[config.mk]
export PLATFORM = sky130hd
export DESIGN_NAME = serial_bit_sequencer_flat
export DESIGN_NICKNAME = d
export VERILOG_FILES = /design/src/rtl/serial_bit_sequencer_if.sv /design/src/rtl/serial_bit_sequencer.sv /design/src/flat_wrapper.sv
export SDC_FILE = /design/constraint.sdc
export NUM_CORES = 1
export LEC_CHECK = 0
export BUFFER_PORTS_ARGS = -buffer_cell sky130_fd_sc_hd__buf_2
export CAP_MARGIN = 20
export CORE_AREA = 2 2 39 41
export CTS_CLUSTER_SIZE = 14
export DETAILED_ROUTE_END_ITERATION = 6
export DIE_AREA = 0 0 41 43
export PLACE_DENSITY = 0.67
export SLEW_MARGIN = 20
export SYNTH_ARGS = -nofsm -noshare
export SYNTH_HDL_FRONTEND = slang
export SYNTH_SLANG_ARGS = --single-unit
[constraint.sdc]
create_clock -name i_clk -period 1.7 [get_ports i_clk]
set_clock_uncertainty 0.1 [all_clocks]
set_input_delay 0 -clock i_clk [delete_from_list [all_inputs] [get_ports i_clk]]
set_output_delay 0 -clock i_clk [all_outputs]
set_load 0.01 [all_outputs]
[src/rtl/serial_bit_sequencer_if.sv]
// Handshake bundle for serial_bit_sequencer.
// master: the framing controller that requests runs.
// slave:  the sequencer itself.
interface serial_bit_sequencer_if #(
  parameter int unsigned CNT_WIDTH = 4
);
  logic                 start;
  logic [CNT_WIDTH-1:0] len_in;
  logic                 hold;
  logic                 abort;
  logic [CNT_WIDTH-1:0] count_out;
  logic                 busy;
  logic                 shift_en;
  logic                 last_bit;
  logic                 done;

  modport master (
    output start, len_in, hold, abort,
    input  count_out, busy, shift_en, last_bit, done
  );

  modport slave (
    input  start, len_in, hold, abort,
    output count_out, busy, shift_en, last_bit, done
  );
endinterface

[src/rtl/serial_bit_sequencer.sv]
// Loadable down-counting bit sequencer that frames serial adder operations.
// It runs a start/busy/done handshake. It supports hold (pause) and
// abort (cancel). It emits one shift_en per bit and flags the last bit.
// Optional build macro SERIAL_SEQ_WRAP_EN: continuous mode. At the end
// of a frame the counter reloads with the captured length. done pulses
// on the first bit of the next frame, and runs continue until abort or
// reset.
module serial_bit_sequencer #(
  parameter int unsigned CNT_WIDTH   = 4,
  parameter int unsigned DEFAULT_LEN = 8
) (
  input  logic                 i_clk,
  input  logic                 reset,
  serial_bit_sequencer_if.slave bus
);

  localparam logic [CNT_WIDTH-1:0] LP_DEFAULT_LEN = CNT_WIDTH'(DEFAULT_LEN);
  localparam logic [CNT_WIDTH-1:0] LP_ONE         = CNT_WIDTH'(1);

  typedef enum logic [1:0] {
    S_IDLE = 2'd0,
    S_RUN  = 2'd1,
    S_DONE = 2'd2
  } state_t;

  state_t               r_state;
  logic [CNT_WIDTH-1:0] r_count;
  logic                 r_busy;
  logic                 r_done;
  logic [CNT_WIDTH-1:0] w_load_len;
`ifdef SERIAL_SEQ_WRAP_EN
  // The run length is needed only when frames repeat.
  logic [CNT_WIDTH-1:0] r_len;
`endif

  // A zero length request selects the default run length.
  always_comb begin
    w_load_len = (bus.len_in == '0) ? LP_DEFAULT_LEN : bus.len_in;
  end

  // Sequencer FSM. The priority order is reset, then abort, then start
  // or count.
  always_ff @(posedge i_clk) begin
    if (reset) begin
      r_state <= S_IDLE;
      r_count <= '0;
      r_busy  <= 1'b0;
      r_done  <= 1'b0;
`ifdef SERIAL_SEQ_WRAP_EN
      r_len   <= LP_DEFAULT_LEN;
`endif
    end else if (bus.abort) begin
      r_state <= S_IDLE;
      r_count <= '0;
      r_busy  <= 1'b0;
      r_done  <= 1'b0;
    end else begin
      case (r_state)
        // IDLE and DONE load a run in the same way. Without a start,
        // DONE falls back to IDLE, which is a no-op when already idle.
        S_IDLE, S_DONE: begin
          r_done <= 1'b0;
          if (bus.start) begin
`ifdef SERIAL_SEQ_WRAP_EN
            r_len   <= w_load_len;
`endif
            r_count <= w_load_len;
            r_busy  <= 1'b1;
            r_state <= S_RUN;
          end else begin
            r_count <= '0;
            r_busy  <= 1'b0;
            r_state <= S_IDLE;
          end
        end
        S_RUN: begin
          r_done <= 1'b0;
          if (!bus.hold) begin
            if (r_count > LP_ONE) begin
              r_count <= r_count - LP_ONE;
            end else begin
`ifdef SERIAL_SEQ_WRAP_EN
              r_count <= r_len;
              r_done  <= 1'b1;
`else
              r_count <= '0;
              r_busy  <= 1'b0;
              r_done  <= 1'b1;
              r_state <= S_DONE;
`endif
            end
          end
        end
        default: begin
          r_state <= S_IDLE;
          r_count <= '0;
          r_busy  <= 1'b0;
          r_done  <= 1'b0;
        end
      endcase
    end
  end

  // Output mapping. shift_en and last_bit follow the current state and hold.
  always_comb begin
    bus.count_out = r_count;
    bus.busy      = r_busy;
    bus.done      = r_done;
    bus.shift_en  = (r_state == S_RUN) & ~bus.hold;
    bus.last_bit  = (r_state == S_RUN) & (r_count == LP_ONE);
  end

endmodule

[src/flat_wrapper.sv]
// flat-port wrapper written by rule: the top's interface ports become plain ports
module serial_bit_sequencer_flat 
#(
  parameter int unsigned CNT_WIDTH   = 4,
  parameter int unsigned DEFAULT_LEN = 8
)
  (i_clk, reset, bus_start, bus_len_in, bus_hold, bus_abort, bus_count_out, bus_busy, bus_shift_en, bus_last_bit, bus_done);
  serial_bit_sequencer_if #(.CNT_WIDTH(CNT_WIDTH)) bus_i ();
  input  logic i_clk;
  input  logic reset;
  input wire logic [$bits(bus_i.start)-1:0] bus_start;
  input wire logic [$bits(bus_i.len_in)-1:0] bus_len_in;
  input wire logic [$bits(bus_i.hold)-1:0] bus_hold;
  input wire logic [$bits(bus_i.abort)-1:0] bus_abort;
  output wire logic [$bits(bus_i.count_out)-1:0] bus_count_out;
  output wire logic [$bits(bus_i.busy)-1:0] bus_busy;
  output wire logic [$bits(bus_i.shift_en)-1:0] bus_shift_en;
  output wire logic [$bits(bus_i.last_bit)-1:0] bus_last_bit;
  output wire logic [$bits(bus_i.done)-1:0] bus_done;
  assign bus_i.start = bus_start;
  assign bus_i.len_in = bus_len_in;
  assign bus_i.hold = bus_hold;
  assign bus_i.abort = bus_abort;
  assign bus_count_out = bus_i.count_out;
  assign bus_busy = bus_i.busy;
  assign bus_shift_en = bus_i.shift_en;
  assign bus_last_bit = bus_i.last_bit;
  assign bus_done = bus_i.done;
  serial_bit_sequencer #(.CNT_WIDTH(CNT_WIDTH), .DEFAULT_LEN(DEFAULT_LEN)) u_core (.i_clk(i_clk), .reset(reset), .bus(bus_i));
endmodule
[Yosys cells after proc, flatten, opt, wreduce, memory -nomap -nowiden]
Cells that the tools add are included.
Storage, ports and cells
  bits in registers: 8
  output and inout bits: 8
  logic and storage cells: 35
Operators by class
  add/subtract/negate cells: 1
  order comparisons: 1
  eq/ne operators: 5
  multiplexer cells: 14
  bitwise operators: 4
  reductions and logical operators: 6
Operator list (number)
  2-to-1 mux 4 bit: 4
  one-hot mux 4 bit (2 select lines): 1
  2-to-1 mux 1 bit: 5
  == test 4 x 1 -> 1 bit (second input constant): 1
  > comparator 4 x 1 -> 1 bit (second input constant): 1
  logical NOT 4 bit: 1
  2-to-1 mux 2 bit: 2
  inequality test 2 bit (second input constant): 2
  one-hot mux 2 bit (2 select lines): 1
  OR reduction 2 bit: 2
  OR reduction 4 bit: 1
  subtractor 4 x 1 -> 4 bit (second input constant): 1
  AND 1 bit: 2
  == test 2 x 1 -> 1 bit (second input constant): 1
  == test 2 bit (second input constant): 1
  logical NOT 2 bit: 1
  NOT 1 bit: 2
  one-hot mux 1 bit (2 select lines): 1
  AND reduction 2 bit: 1

[Longest topological paths before layout]
Gate-level depths: netlist (run 1).
  depth in word-level cells: 4
  depth in mapped cells: 6

[Least setup slack after synthesis (run 1)]
No wires, ideal clock.
  path kind: register to register
  start: reg u_core.r_count[0], in the netlist u_core.bus.count_out[0]
  end: reg u_core.r_count[1], in the netlist u_core.bus.count_out[1]
  setup time: 79 ps
  arrival: 1276 ps
  path slack: 245 ps
  cell stages (with the launch flop): 6
  path buffers: 0
  cells stage by stage: dfxtp_1 > inv_1 > ha_1 > o21ai_1 > nand4_1 > o221ai_2
On the way
  longest elaborated chain between the ends: 4
  elaborated cells between the ends (all ways): 5
RTL lines
  start: declaration: RTL line serial_bit_sequencer.sv:27  | logic [CNT_WIDTH-1:0] r_count;
  start signal: assignment: RTL line serial_bit_sequencer.sv:67  | r_count <= w_load_len;
  start signal: assignment: RTL line serial_bit_sequencer.sv:80  | r_count <= r_count - LP_ONE;
  subtractor 4 x 1 -> 4 bit or > comparator 4 x 1 -> 1 bit (tied branches): RTL line serial_bit_sequencer.sv:80, serial_bit_sequencer.sv:79
  2-to-1 mux 4 bit *: RTL line serial_bit_sequencer.sv:79  | if (r_count > LP_ONE) begin
  2-to-1 mux 4 bit *: RTL line serial_bit_sequencer.sv:78  | if (!bus.hold) begin
  one-hot mux 4 bit (2 select lines) *: RTL line serial_bit_sequencer.sv:58  | case (r_state)
Mark *: on every way between the ends. The rest lies on a longest branch, timed or not. The select of a mux whose other input is x is not followed.
A chain may end at the register's enable or synchronous reset.

[Worst setup path after layout (run 1)]
Same ends and word-level chain as after synthesis.

==> impl_metrics.xml, run 1 <==
<?xml version="1.0" encoding="UTF-8"?>
<metrics>
  <group name="logic_synthesis">
    <metric name="postSynthCellCount" unit="">54</metric>
    <metric name="yosysMostFrequentCell" unit="">dfxtp_1</metric>
    <metric name="synth-async-reset-ratio" unit="%">0</metric>
    <metric name="synth.ff_latch_count" unit="">8</metric>
    <metric name="number_of_distinct_library_cell_variants_in_the_gate_level_netlist_after_synthesis" unit="">25</metric>
    <metric name="seq_area_frac_synth" unit="%">36.47</metric>
    <metric name="synth.yosys.warnings" unit="">0</metric>
    <metric name="cell_types_with_the_largest_area_share_after_synthesis" unit="">dfxtp_1, o21ai_0, ha_1, nand4_1, nand2_1</metric>
    <metric name="synth_commonest_cells" unit="">dfxtp_1, o21ai_0, nand2_1</metric>
    <metric name="netlist.area_leader.share" unit="%">36.47</metric>
    <metric name="synth.largest_area_cell" unit="">dfxtp_1</metric>
    <metric name="synth-edff-count" unit="">0</metric>
    <metric name="ys.flop_type" unit="">dfxtp_1</metric>
    <metric name="syn_area" unit="um^2">439.2</metric>
    <metric name="postSynthNetCount" unit="">65</metric>
    <metric name="synthesis.area_per_instance" unit="um^2">8.133</metric>
  </group>
  <group name="setup_path">
    <metric name="ordered_list_of_cells_on_the_worst_path" unit="">inv_1 &gt; ha_1 &gt; o21ai_2 &gt; nand4_1 &gt; o221ai_2</metric>
    <metric name="path_buf_inv" unit="">1</metric>
    <metric name="max_stage_delay" unit="ps">400</metric>
    <metric name="critical_path_arrival" unit="ps">1610</metric>
    <metric name="cp.required" unit="ps">1780</metric>
    <metric name="timing_worst_setup_path_type" unit="">reg -&gt; reg</metric>
    <metric name="type_of_element_launching_the_critical_path" unit="">register</metric>
    <metric name="critical_path.slowest_cell" unit="">dfxtp_1</metric>
    <metric name="critPathTopFamily" unit="">compound AO/OA/AOI/OAI gates</metric>
    <metric name="end_kind" unit="">register</metric>
    <metric name="worstPathMaxFanout" unit="">6</metric>
  </group>
  <group name="sta">
    <metric name="layout_worst_path_cycle_share" unit="%">89.80</metric>
    <metric name="worst-slew-pin-transition" unit="ps">492.5</metric>
    <metric name="timing_hold_violations_final" unit="">0</metric>
    <metric name="final.setup.tns" unit="ps">0</metric>
    <metric name="worst_hold_slack" unit="ps">67.34</metric>
    <metric name="fmaxAchievable" unit="MHz">655.1</metric>
    <metric name="final-setup-viol-count" unit="">0</metric>
    <metric name="rsz0062_at_grt" unit="">no</metric>
    <metric name="finalWorstPathRequiredPeriod" unit="ps">1527</metric>
    <metric name="setup_slack" unit="ps">173.4</metric>
    <metric name="timing.final.max_slew_violations" unit="">0</metric>
    <metric name="maxSlewHeadroom" unit="%">67.05</metric>
  </group>
  <group name="route">
    <metric name="drt-wirelength-per-cell" unit="um">11.96</metric>
    <metric name="wirelength" unit="um">1136</metric>
    <metric name="route.antenna.remaining_nets" unit="">0</metric>
    <metric name="vias_per_cell" unit="">5.326</metric>
    <metric name="firstDrtPassIters" unit="">4</metric>
    <metric name="drt_drc_violations_left" unit="">0</metric>
    <metric name="via_count" unit="">506</metric>
    <metric name="dr.first_iter.drc_count" unit="">15</metric>
  </group>
  <group name="clocking">
    <metric name="ctsLongestPathBuffers" unit="">2</metric>
    <metric name="ctsRootBufferMaster" unit="">clkbuf_4</metric>
    <metric name="post_cts_buffers" unit="">0</metric>
    <metric name="clkLatencyLatePin" unit="ps">260</metric>
    <metric name="cts_tree" unit="">done</metric>
    <metric name="ctsHtreeMaxLevel" unit="">1</metric>
    <metric name="number_of_buffers_inserted_during_clock_tree_synthesis" unit="">3</metric>
    <metric name="cts_sinks" unit="">8</metric>
    <metric name="worst_setup_hold_path_clk_slew" unit="ps">50</metric>
  </group>
  <group name="die">
    <metric name="initial_utilization" unit="%">31.74</metric>
    <metric name="num_io_pins" unit="">17</metric>
    <metric name="fp.dieW" unit="um">41</metric>
    <metric name="coreArea" unit="um^2">1384</metric>
    <metric name="die-height" unit="um">43</metric>
    <metric name="design.die.area" unit="um^2">1763</metric>
    <metric name="placement_rows" unit="">14</metric>
  </group>
  <group name="power_and_ir_drop">
    <metric name="worst_ir_drop_vdd" unit="mV">0.3342</metric>
    <metric name="p_leak" unit="nW">0.2571</metric>
    <metric name="power_density" unit="nW/um^2">673.6</metric>
  </group>
  <group name="finish">
    <metric name="area.growth.synth_to_final" unit="%">43.59</metric>
    <metric name="diodes" unit="">0</metric>
    <metric name="stdcell_area" unit="um^2">630.6</metric>
    <metric name="utilization" unit="%">45.57</metric>
    <metric name="drive_gt1_share" unit="%">31.65</metric>
    <metric name="nNetsFinal" unit="">92</metric>
  </group>
  <group name="placed_design">
    <metric name="placement.io_buffers" unit="">16</metric>
    <metric name="placed_cell_area" unit="um^2">534.3</metric>
    <metric name="globalplace.congestion" unit="">0.8048</metric>
    <metric name="dpl_ws" unit="ps">116.5</metric>
    <metric name="dp_hpwl" unit="um">821.5</metric>
  </group>
  <group name="min_path">
    <metric name="timing.hold.worst.class" unit="">in -&gt; reg</metric>
  </group>
  <group name="grt">
    <metric name="grt_use_total" unit="%">15.16</metric>
    <metric name="global_route_wire_length_before_repair" unit="um">1800</metric>
    <metric name="grt_antenna_before_repair" unit="">0</metric>
    <metric name="grt_pass1_vias" unit="">436</metric>
    <metric name="grt_start_max_net_pins" unit="">10</metric>
    <metric name="grt-ovfl-total" unit="">0</metric>
  </group>
  <group name="job">
    <metric name="maxCapViolations" unit="">0</metric>
  </group>
  <group name="outcome">
    <metric name="run_status" unit="">finished clean</metric>
  </group>
</metrics>
sequential cells by signal (all words and copies together) (netlist names):
register and cells:
u_core.bus.busy 1, u_core.bus.count_out 4, u_core.bus.done 1, u_core.r_state 2
layout make-up:
| cell class | instances | area [um^2] |
|---|---|---|
| Clock buffer | 3 | 22.52 |
| Fill cell | 137 | 753.2 |
| Inverter | 3 | 11.26 |
| Multi-Input combinational cell | 42 | 266.5 |
| Sequential cell | 8 | 160.2 |
| Tap cell | 16 | 20.02 |
| Timing Repair Buffer | 23 | 150.1 |
through the flow:
step | power (mW) | cells
2_1_floorplan | 0.2420 | 54
3_3_place_gp | 0.2668 | 85
3_5_place_dp | 0.2663 | 85
4_1_cts | 0.4264 | 95
5_1_grt | 0.4432 | 95
6_report | 0.4248 | 95
power breakdown:
group | switching [mW] | total [mW] | internal [mW]
clock network | 0.0666 | 0.147 | 0.0809
registers | 0.00721 | 0.201 | 0.194
logic | 0.0396 | 0.0765 | 0.0369
total | 0.113 | 0.425 | 0.311
layout by cell type, fill, tap and decap left out, types with 2 or more instances in the layout:
cell / count
nor2_1: 4
clkbuf_4: 3
nand2_1: 5
buf_2: 16
nor3_1: 3
ha_1: 2
inv_1: 2
nand4_1: 4
dlygate4sd3_1: 7
o21ai_0: 6
dfxtp_1: 8
nor4_1: 3
final timing paths:
check | depth (start not counted) | slack (ps) | end | startpoint
max | 5 | 170 | u_core.bus.count_out[1] | u_core.bus.count_out[0]
min | 5 | 70 | u_core.bus.count_out[3] | bus_len_in[3]
max reg2reg | 5 | 170 | u_core.bus.count_out[1] | u_core.bus.count_out[0]
min reg2reg | 2 | 360 | u_core.bus.busy | u_core.bus.busy
logic make-up after synthesis:
logic type	Yosys count	share of synthesized area [%]
and+or+nand+nor	26	33.05
AOI/OAI and AO/OA	13	19.09
DFF	8	36.47
buffers and inverters	4	3.702
adders and majority gates	2	5.697
xor gates and xnor gates	1	1.995
per-layer routing:
metal	GRT usage [%]	wire length [um]	up-vias
li1	-	-	257
met1	20.90	528	220
met2	20.00	480	24
met3	4.712	93	5
met4	8.667	33	0
met5	0	0	-
worst min-delay path, stage by stage:
cell,delay (ps)
buf_2,80
nand2_1,40
o21ai_0,120
o21ai_0,90
o21ai_1,70
repair_timing:
item,in CTS,in global routing
resized for setup,0,1
hold buffers,7,1
endpoints found under the hold margin,7,4
setup endpoints to repair,0,4
No activity file was read; power rests on OpenSTA's default activity.
==> run 2: changes to the inputs <==
==> constraint.sdc (replaced) <==
create_clock -name i_clk -period 1.7 [get_ports i_clk]
set_clock_uncertainty 0.1 [all_clocks]
set_input_delay 0.085 -clock i_clk [delete_from_list [all_inputs] [get_ports i_clk]]
set_output_delay 0.085 -clock i_clk [all_outputs]
set_load 0.01 [all_outputs]
==> run 2 against run 1 <==
Sequential share of layout area grew 3.2 points. Die area is the same. Power shrank 2.7%. Global-route usage shrank 0.40 points. Sequential power is essentially flat. Flip-flop and latch count is the same. Design area shrank 11%. Worst hold slack lost 48 ps. Cell count shrank 7.4%. Register-to-register slack is essentially flat. Critical path type unchanged.
==> impl_metrics.xml, run 2 (synthesis results as in run 1) <==
<?xml version="1.0" encoding="UTF-8"?>
<metrics>
  <group name="clocking">
    <metric name="ctsHtreeMaxLevel" unit="">1</metric>
    <metric name="ctsLongestPathBuffers" unit="">2</metric>
    <metric name="post_cts_buffers" unit="">0</metric>
    <metric name="worst_setup_hold_path_clk_slew" unit="ps">50</metric>
    <metric name="cts_tree" unit="">done</metric>
    <metric name="clkLatencyLatePin" unit="ps">260</metric>
    <metric name="ctsRootBufferMaster" unit="">clkbuf_4</metric>
    <metric name="cts_sinks" unit="">8</metric>
    <metric name="number_of_buffers_inserted_during_clock_tree_synthesis" unit="">3</metric>
    <metric name="cts_hold_buf" unit="">0</metric>
  </group>
  <group name="grt">
    <metric name="grt_antenna_before_repair" unit="">0</metric>
    <metric name="global_route_wire_length_before_repair" unit="um">1745</metric>
    <metric name="grt_start_max_net_pins" unit="">10</metric>
    <metric name="grt_use_total" unit="%">14.76</metric>
    <metric name="grt-ovfl-total" unit="">0</metric>
    <metric name="grt_pass1_vias" unit="">419</metric>
  </group>
  <group name="die">
    <metric name="num_io_pins" unit="">17</metric>
    <metric name="die-height" unit="um">43</metric>
    <metric name="coreArea" unit="um^2">1384</metric>
    <metric name="placement_rows" unit="">14</metric>
    <metric name="design.die.area" unit="um^2">1763</metric>
    <metric name="initial_utilization" unit="%">31.74</metric>
    <metric name="fp.dieW" unit="um">41</metric>
  </group>
  <group name="finish">
    <metric name="utilization" unit="%">40.51</metric>
    <metric name="drive_gt1_share" unit="%">34.72</metric>
    <metric name="area.growth.synth_to_final" unit="%">27.64</metric>
    <metric name="nNetsFinal" unit="">85</metric>
    <metric name="diodes" unit="">0</metric>
    <metric name="instances_no_fill" unit="">88</metric>
    <metric name="largest_register_ff_count" unit="">4</metric>
    <metric name="mostFrequentLayoutCells" unit="">buf_2, dfxtp_1, o21ai_0</metric>
    <metric name="layout_commonest_cell" unit="">buf_2</metric>
  </group>
  <group name="setup_path">
    <metric name="r2r_setup_slack" unit="ps">170</metric>
    <metric name="type_of_element_launching_the_critical_path" unit="">register</metric>
    <metric name="regToRegStartpoint" unit="">u_core.bus.count_out[0]</metric>
    <metric name="critPathTopFamily" unit="">compound AO/OA/AOI/OAI gates</metric>
    <metric name="r2r_end" unit="">u_core.bus.count_out[1]</metric>
    <metric name="max_stage_delay" unit="ps">400</metric>
    <metric name="worstPathMaxFanout" unit="">6</metric>
    <metric name="timing_worst_setup_path_type" unit="">reg -&gt; reg</metric>
    <metric name="critical_path_arrival" unit="ps">1610</metric>
    <metric name="timing.reg2reg.worst_path_depth" unit="">5</metric>
    <metric name="end_kind" unit="">register</metric>
    <metric name="cp.required" unit="ps">1780</metric>
    <metric name="path_buf_inv" unit="">1</metric>
    <metric name="ordered_list_of_cells_on_the_worst_path" unit="">inv_1 &gt; ha_1 &gt; o21ai_2 &gt; nand4_1 &gt; o221ai_2</metric>
    <metric name="critical_path.slowest_cell" unit="">dfxtp_1</metric>
  </group>
  <group name="sta">
    <metric name="worst_hold_slack" unit="ps">19.09</metric>
    <metric name="rsz0062_at_grt" unit="">no</metric>
    <metric name="finalWorstPathRequiredPeriod" unit="ps">1528</metric>
    <metric name="timing_hold_violations_final" unit="">0</metric>
    <metric name="maxSlewHeadroom" unit="%">65.63</metric>
    <metric name="worst-slew-pin-transition" unit="ps">513.6</metric>
    <metric name="fmaxAchievable" unit="MHz">654.3</metric>
    <metric name="layout_worst_path_cycle_share" unit="%">89.90</metric>
    <metric name="final.setup.tns" unit="ps">0</metric>
    <metric name="final-setup-viol-count" unit="">0</metric>
    <metric name="timing.final.max_slew_violations" unit="">0</metric>
  </group>
  <group name="route">
    <metric name="firstDrtPassIters" unit="">4</metric>
    <metric name="via_count" unit="">478</metric>
    <metric name="drt_drc_violations_left" unit="">0</metric>
    <metric name="wirelength" unit="um">1082</metric>
    <metric name="drt-wirelength-per-cell" unit="um">12.30</metric>
    <metric name="route.antenna.remaining_nets" unit="">0</metric>
    <metric name="dr.first_iter.drc_count" unit="">26</metric>
    <metric name="vias_per_cell" unit="">5.432</metric>
  </group>
  <group name="power_and_ir_drop">
    <metric name="seq_power_share" unit="%">48.5</metric>
    <metric name="p_leak" unit="nW">0.2278</metric>
    <metric name="power_report.internal_total" unit="mW">0.3009</metric>
    <metric name="power_density" unit="nW/um^2">737.2</metric>
    <metric name="worst_ir_drop_vdd" unit="mV">0.3200</metric>
    <metric name="clkPwrFrac" unit="%">35.9</metric>
    <metric name="switching_power" unit="mW">0.1123</metric>
    <metric name="total_power" unit="mW">0.4132</metric>
    <metric name="power.share.combinational" unit="%">15.5</metric>
    <metric name="power_switching_share" unit="%">27.17</metric>
  </group>
  <group name="min_path">
    <metric name="hold_depth" unit="">3</metric>
    <metric name="hold_wc_startpoint" unit="">bus_abort</metric>
    <metric name="timing.hold.worst.class" unit="">in -&gt; reg</metric>
    <metric name="hold-path-endpoint" unit="">u_core.r_state[0]</metric>
  </group>
  <group name="placed_design">
    <metric name="globalplace.congestion" unit="">0.8048</metric>
    <metric name="dp_hpwl" unit="um">821.5</metric>
    <metric name="placement.io_buffers" unit="">16</metric>
    <metric name="place.detailed.instances" unit="">85</metric>
  </group>
  <group name="outcome">
    <metric name="run_status" unit="">finished clean</metric>
  </group>
  <group name="job">
    <metric name="maxCapViolations" unit="">0</metric>
  </group>
</metrics>
## run 2: worst max-delay path by stage
stage	from	to	cells after the start
after global routing	u_core.bus.count_out[0]	u_core.bus.count_out[1]	5
final	u_core.bus.count_out[0]	u_core.bus.count_out[1]	5
after detailed placement	u_core.bus.count_out[0]	u_core.bus.count_out[1]	5
after global placement	u_core.bus.count_out[0]	u_core.bus.count_out[1]	5
after CTS	u_core.bus.count_out[0]	u_core.bus.count_out[1]	5
after floorplan	u_core.bus.count_out[0]	u_core.bus.count_out[1]	5
## run 2: area by class of cell
type                       count  area, um^2
tap                           16       20.02
timing repair buffer          16       80.08
sequential                     8       160.2
multi-input combinational     42       266.5
clock buffer                   3       22.52
inverter                       3       11.26
fill                         148       823.3
## run 2: power by group through the flow
| stage | Sequential [mW] | Clock [mW] | Combinational [mW] |
|---|---|---|---|
| 6_report | 0.201 | 0.149 | 0.0641 |
| 5_1_grt | 0.202 | 0.156 | 0.0718 |
| 4_1_cts | 0.201 | 0.151 | 0.0620 |
| 3_5_place_dp | 0.205 | 0 | 0.0617 |
| 3_3_place_gp | 0.204 | 0 | 0.0624 |
| 2_1_floorplan | 0.206 | 0 | 0.0365 |
## run 2: stage by stage
step,setup slack [ps],instance area (um^2)
finish,171.7,560.5
global route,58.16,560.5
CTS,81.67,556.8
detailed placement,116.5,534.3
global placement,201.4,534.3
floorplan,245.3,439.2
## run 2: metal layers
layer / up-vias / wire length, um / track usage (%)
li1: 246 / - / -
met1: 203 / 512 / 20.26
met2: 24 / 443 / 19.38
met3: 5 / 92 / 4.712
met4: 0 / 33 / 8.667
met5: - / 0 / 0
## run 2: worst reg2reg max path: stages, from the launching register on
cell and delay (ps):
dfxtp_1 400, inv_1 70, ha_1 240, o21ai_2 250
nand4_1 200, o221ai_2 210
## run 2: repair_timing
action                                  in CTS  in global routing
endpoints found under the setup margin       0                  2
gates resized for setup                      0                  1
hold endpoints to repair                     0                  0
==> run 3: changes to the inputs <==
--- a/config.mk
+++ b/config.mk
@@ -8,6 +8,7 @@
 export BUFFER_PORTS_ARGS = -buffer_cell sky130_fd_sc_hd__buf_2
 export CAP_MARGIN = 20
 export CORE_AREA = 2 2 39 41
+export CTS_BUF_LIST = sky130_fd_sc_hd__clkbuf_16
 export CTS_CLUSTER_SIZE = 14
 export DETAILED_ROUTE_END_ITERATION = 6
 export DIE_AREA = 0 0 41 43
==> run 3 against run 2 <==
Sequential power barely moved. Cell count did not move. Worst setup slack gained 28 ps. Critical endpoint unchanged. Largest cell class unchanged. Highest routed layer unchanged.
==> impl_metrics.xml, run 3 (synthesis results as in run 1) <==
<?xml version="1.0" encoding="UTF-8"?>
<metrics>
  <group name="setup_path">
    <metric name="regToRegStartpoint" unit="">u_core.bus.count_out[0]</metric>
    <metric name="timing.reg2reg.worst_path_depth" unit="">5</metric>
    <metric name="max_stage_delay" unit="ps">390</metric>
    <metric name="r2r_setup_slack" unit="ps">200</metric>
    <metric name="critPathTopFamily" unit="">compound AO/OA/AOI/OAI gates</metric>
    <metric name="critical_path.slowest_cell" unit="">dfxtp_1</metric>
    <metric name="cp.required" unit="ps">1750</metric>
    <metric name="worstPathMaxFanout" unit="">6</metric>
    <metric name="critical_path_arrival" unit="ps">1550</metric>
    <metric name="type_of_element_launching_the_critical_path" unit="">register</metric>
    <metric name="path_buf_inv" unit="">1</metric>
    <metric name="timing_worst_setup_path_type" unit="">reg -&gt; reg</metric>
    <metric name="ordered_list_of_cells_on_the_worst_path" unit="">inv_1 &gt; ha_1 &gt; o21ai_2 &gt; nand4_1 &gt; o221ai_2</metric>
    <metric name="r2r_end" unit="">u_core.bus.count_out[1]</metric>
    <metric name="end_kind" unit="">register</metric>
  </group>
  <group name="grt">
    <metric name="grt_start_max_net_pins" unit="">10</metric>
    <metric name="groute.layer.met1.usage" unit="%">20.58</metric>
    <metric name="grt_pass1_vias" unit="">422</metric>
    <metric name="grt-ovfl-total" unit="">0</metric>
    <metric name="gr-usage-met2" unit="%">18.44</metric>
    <metric name="grt_busiest_layer" unit="">met1</metric>
    <metric name="global_route_wire_length_before_repair" unit="um">1731</metric>
    <metric name="grt_use_met3" unit="%">4.712</metric>
    <metric name="grt_use_total" unit="%">14.86</metric>
    <metric name="grt_antenna_before_repair" unit="">0</metric>
  </group>
  <group name="route">
    <metric name="vias_per_cell" unit="">5.443</metric>
    <metric name="route.antenna.remaining_nets" unit="">0</metric>
    <metric name="drt-wirelength-per-cell" unit="um">11.94</metric>
    <metric name="dr.first_iter.drc_count" unit="">9</metric>
    <metric name="drt_drc_violations_left" unit="">0</metric>
    <metric name="wirelength" unit="um">1051</metric>
    <metric name="firstDrtPassIters" unit="">4</metric>
    <metric name="via_count" unit="">479</metric>
  </group>
  <group name="sta">
    <metric name="worst-slew-pin-transition" unit="ps">493.9</metric>
    <metric name="timing.final.max_slew_violations" unit="">0</metric>
    <metric name="finalWorstPathRequiredPeriod" unit="ps">1500</metric>
    <metric name="final.setup.tns" unit="ps">0</metric>
    <metric name="setup_slack" unit="ps">200.2</metric>
    <metric name="maxSlewHeadroom" unit="%">66.95</metric>
    <metric name="final-setup-viol-count" unit="">0</metric>
    <metric name="fmaxAchievable" unit="MHz">666.8</metric>
    <metric name="layout_worst_path_cycle_share" unit="%">88.22</metric>
    <metric name="rsz0062_at_grt" unit="">no</metric>
    <metric name="worst_hold_slack" unit="ps">45.33</metric>
    <metric name="timing_hold_violations_final" unit="">0</metric>
  </group>
  <group name="die">
    <metric name="design.die.area" unit="um^2">1763</metric>
    <metric name="initial_utilization" unit="%">31.74</metric>
    <metric name="fp.dieW" unit="um">41</metric>
    <metric name="placement_rows" unit="">14</metric>
    <metric name="coreArea" unit="um^2">1384</metric>
    <metric name="die-height" unit="um">43</metric>
    <metric name="num_io_pins" unit="">17</metric>
  </group>
  <group name="placed_design">
    <metric name="globalplace.congestion" unit="">0.8048</metric>
    <metric name="dpl_ws" unit="ps">116.5</metric>
    <metric name="placement.io_buffers" unit="">16</metric>
    <metric name="dp_hpwl" unit="um">821.5</metric>
  </group>
  <group name="clocking">
    <metric name="ctsRootBufferMaster" unit="">clkbuf_16</metric>
    <metric name="post_cts_buffers" unit="">0</metric>
    <metric name="cts-resized-gates" unit="">0</metric>
    <metric name="cts_tree" unit="">done</metric>
    <metric name="cts_sinks" unit="">8</metric>
    <metric name="cts_hold_buf" unit="">0</metric>
    <metric name="ctsLongestPathBuffers" unit="">2</metric>
    <metric name="worst_setup_hold_path_clk_slew" unit="ps">40</metric>
    <metric name="ctsHtreeMaxLevel" unit="">1</metric>
    <metric name="number_of_buffers_inserted_during_clock_tree_synthesis" unit="">3</metric>
    <metric name="clkLatencyLatePin" unit="ps">230</metric>
  </group>
  <group name="finish">
    <metric name="multi_input_comb_area" unit="um^2">266.5</metric>
    <metric name="nNetsFinal" unit="">85</metric>
    <metric name="mostFrequentLayoutCells" unit="">buf_2, dfxtp_1, o21ai_0</metric>
    <metric name="area.growth.synth_to_final" unit="%">39.60</metric>
    <metric name="layout_commonest_cell" unit="">buf_2</metric>
    <metric name="largest_register_ff_count" unit="">4</metric>
    <metric name="layout.filler_cells" unit="">144</metric>
    <metric name="drive_gt1_share" unit="%">34.72</metric>
    <metric name="diodes" unit="">0</metric>
    <metric name="sequential_cell_area" unit="um^2">160.2</metric>
  </group>
  <group name="min_path">
    <metric name="hold_wc_startpoint" unit="">bus_hold</metric>
    <metric name="hold-path-endpoint" unit="">u_core.r_state[1]</metric>
    <metric name="timing.hold.worst.class" unit="">in -&gt; reg</metric>
    <metric name="hold_depth" unit="">2</metric>
  </group>
  <group name="power_and_ir_drop">
    <metric name="p_leak" unit="nW">0.2510</metric>
    <metric name="power_density" unit="nW/um^2">1073</metric>
    <metric name="worst_ir_drop_vdd" unit="mV">0.6079</metric>
  </group>
  <group name="job">
    <metric name="maxCapViolations" unit="">0</metric>
  </group>
  <group name="outcome">
    <metric name="run_status" unit="">finished clean</metric>
  </group>
</metrics>
[run 3: final cells by class]
type | count | share of cell area [%]
Clock buffer | 3 | 12.24
Multi-Input combinational cell | 42 | 43.47
Inverter | 3 | 1.837
Timing Repair Buffer | 16 | 13.06
Tap cell | 16 | 3.265
Sequential cell | 8 | 26.12
[run 3: worst max-delay path by stage]
| stage | from | end | slack, ps | depth (start not counted) |
|---|---|---|---|---|
| after floorplan | u_core.bus.count_out[0] | u_core.bus.count_out[1] | 250 | 5 |
| after global placement | u_core.bus.count_out[0] | u_core.bus.count_out[1] | 200 | 5 |
| after detailed placement | u_core.bus.count_out[0] | u_core.bus.count_out[1] | 120 | 5 |
| after CTS | u_core.bus.count_out[0] | u_core.bus.count_out[1] | 110 | 5 |
| after global routing | u_core.bus.count_out[0] | u_core.bus.count_out[1] | 80 | 5 |
| final | u_core.bus.count_out[0] | u_core.bus.count_out[1] | 200 | 5 |
[run 3: layer usage]
| metal | routed length [um] | vias to the layer above |
|---|---|---|
| met5 | 0 | - |
| met4 | 24 | 0 |
| met3 | 119 | 2 |
| met2 | 438 | 31 |
| met1 | 468 | 206 |
| li1 | - | 240 |
[run 3: worst reg2reg max path, delay by kind of cell (launching register included)]
| family | cells | cell delay (ps) |
|---|---|---|
| fa+ha+maj | 1 | 230 |
| simple gates | 1 | 190 |
| buf+inv | 1 | 70 |
| compound gates | 2 | 440 |
| flops | 1 | 390 |
[run 3: per-stage QoR]
step	instance area, um^2	power, mW	std cells	util [%]
after floorplan	439.2	0.2420	54	-
after global placement	534.3	0.2668	85	38.61
after detailed placement	534.3	0.2663	85	38.61
after CTS	609.3	0.6642	88	44.03
after global routing	613.1	0.6816	88	44.30
final	613.1	0.6580	88	44.30
[run 3: power breakdown]
group	leakage (nW)	total (mW)	internal [mW]	switching [mW]
clock network	0.0370	0.392	0.303	0.0895
registers	0.0651	0.202	0.195	0.00703
logic	0.149	0.0638	0.0264	0.0374
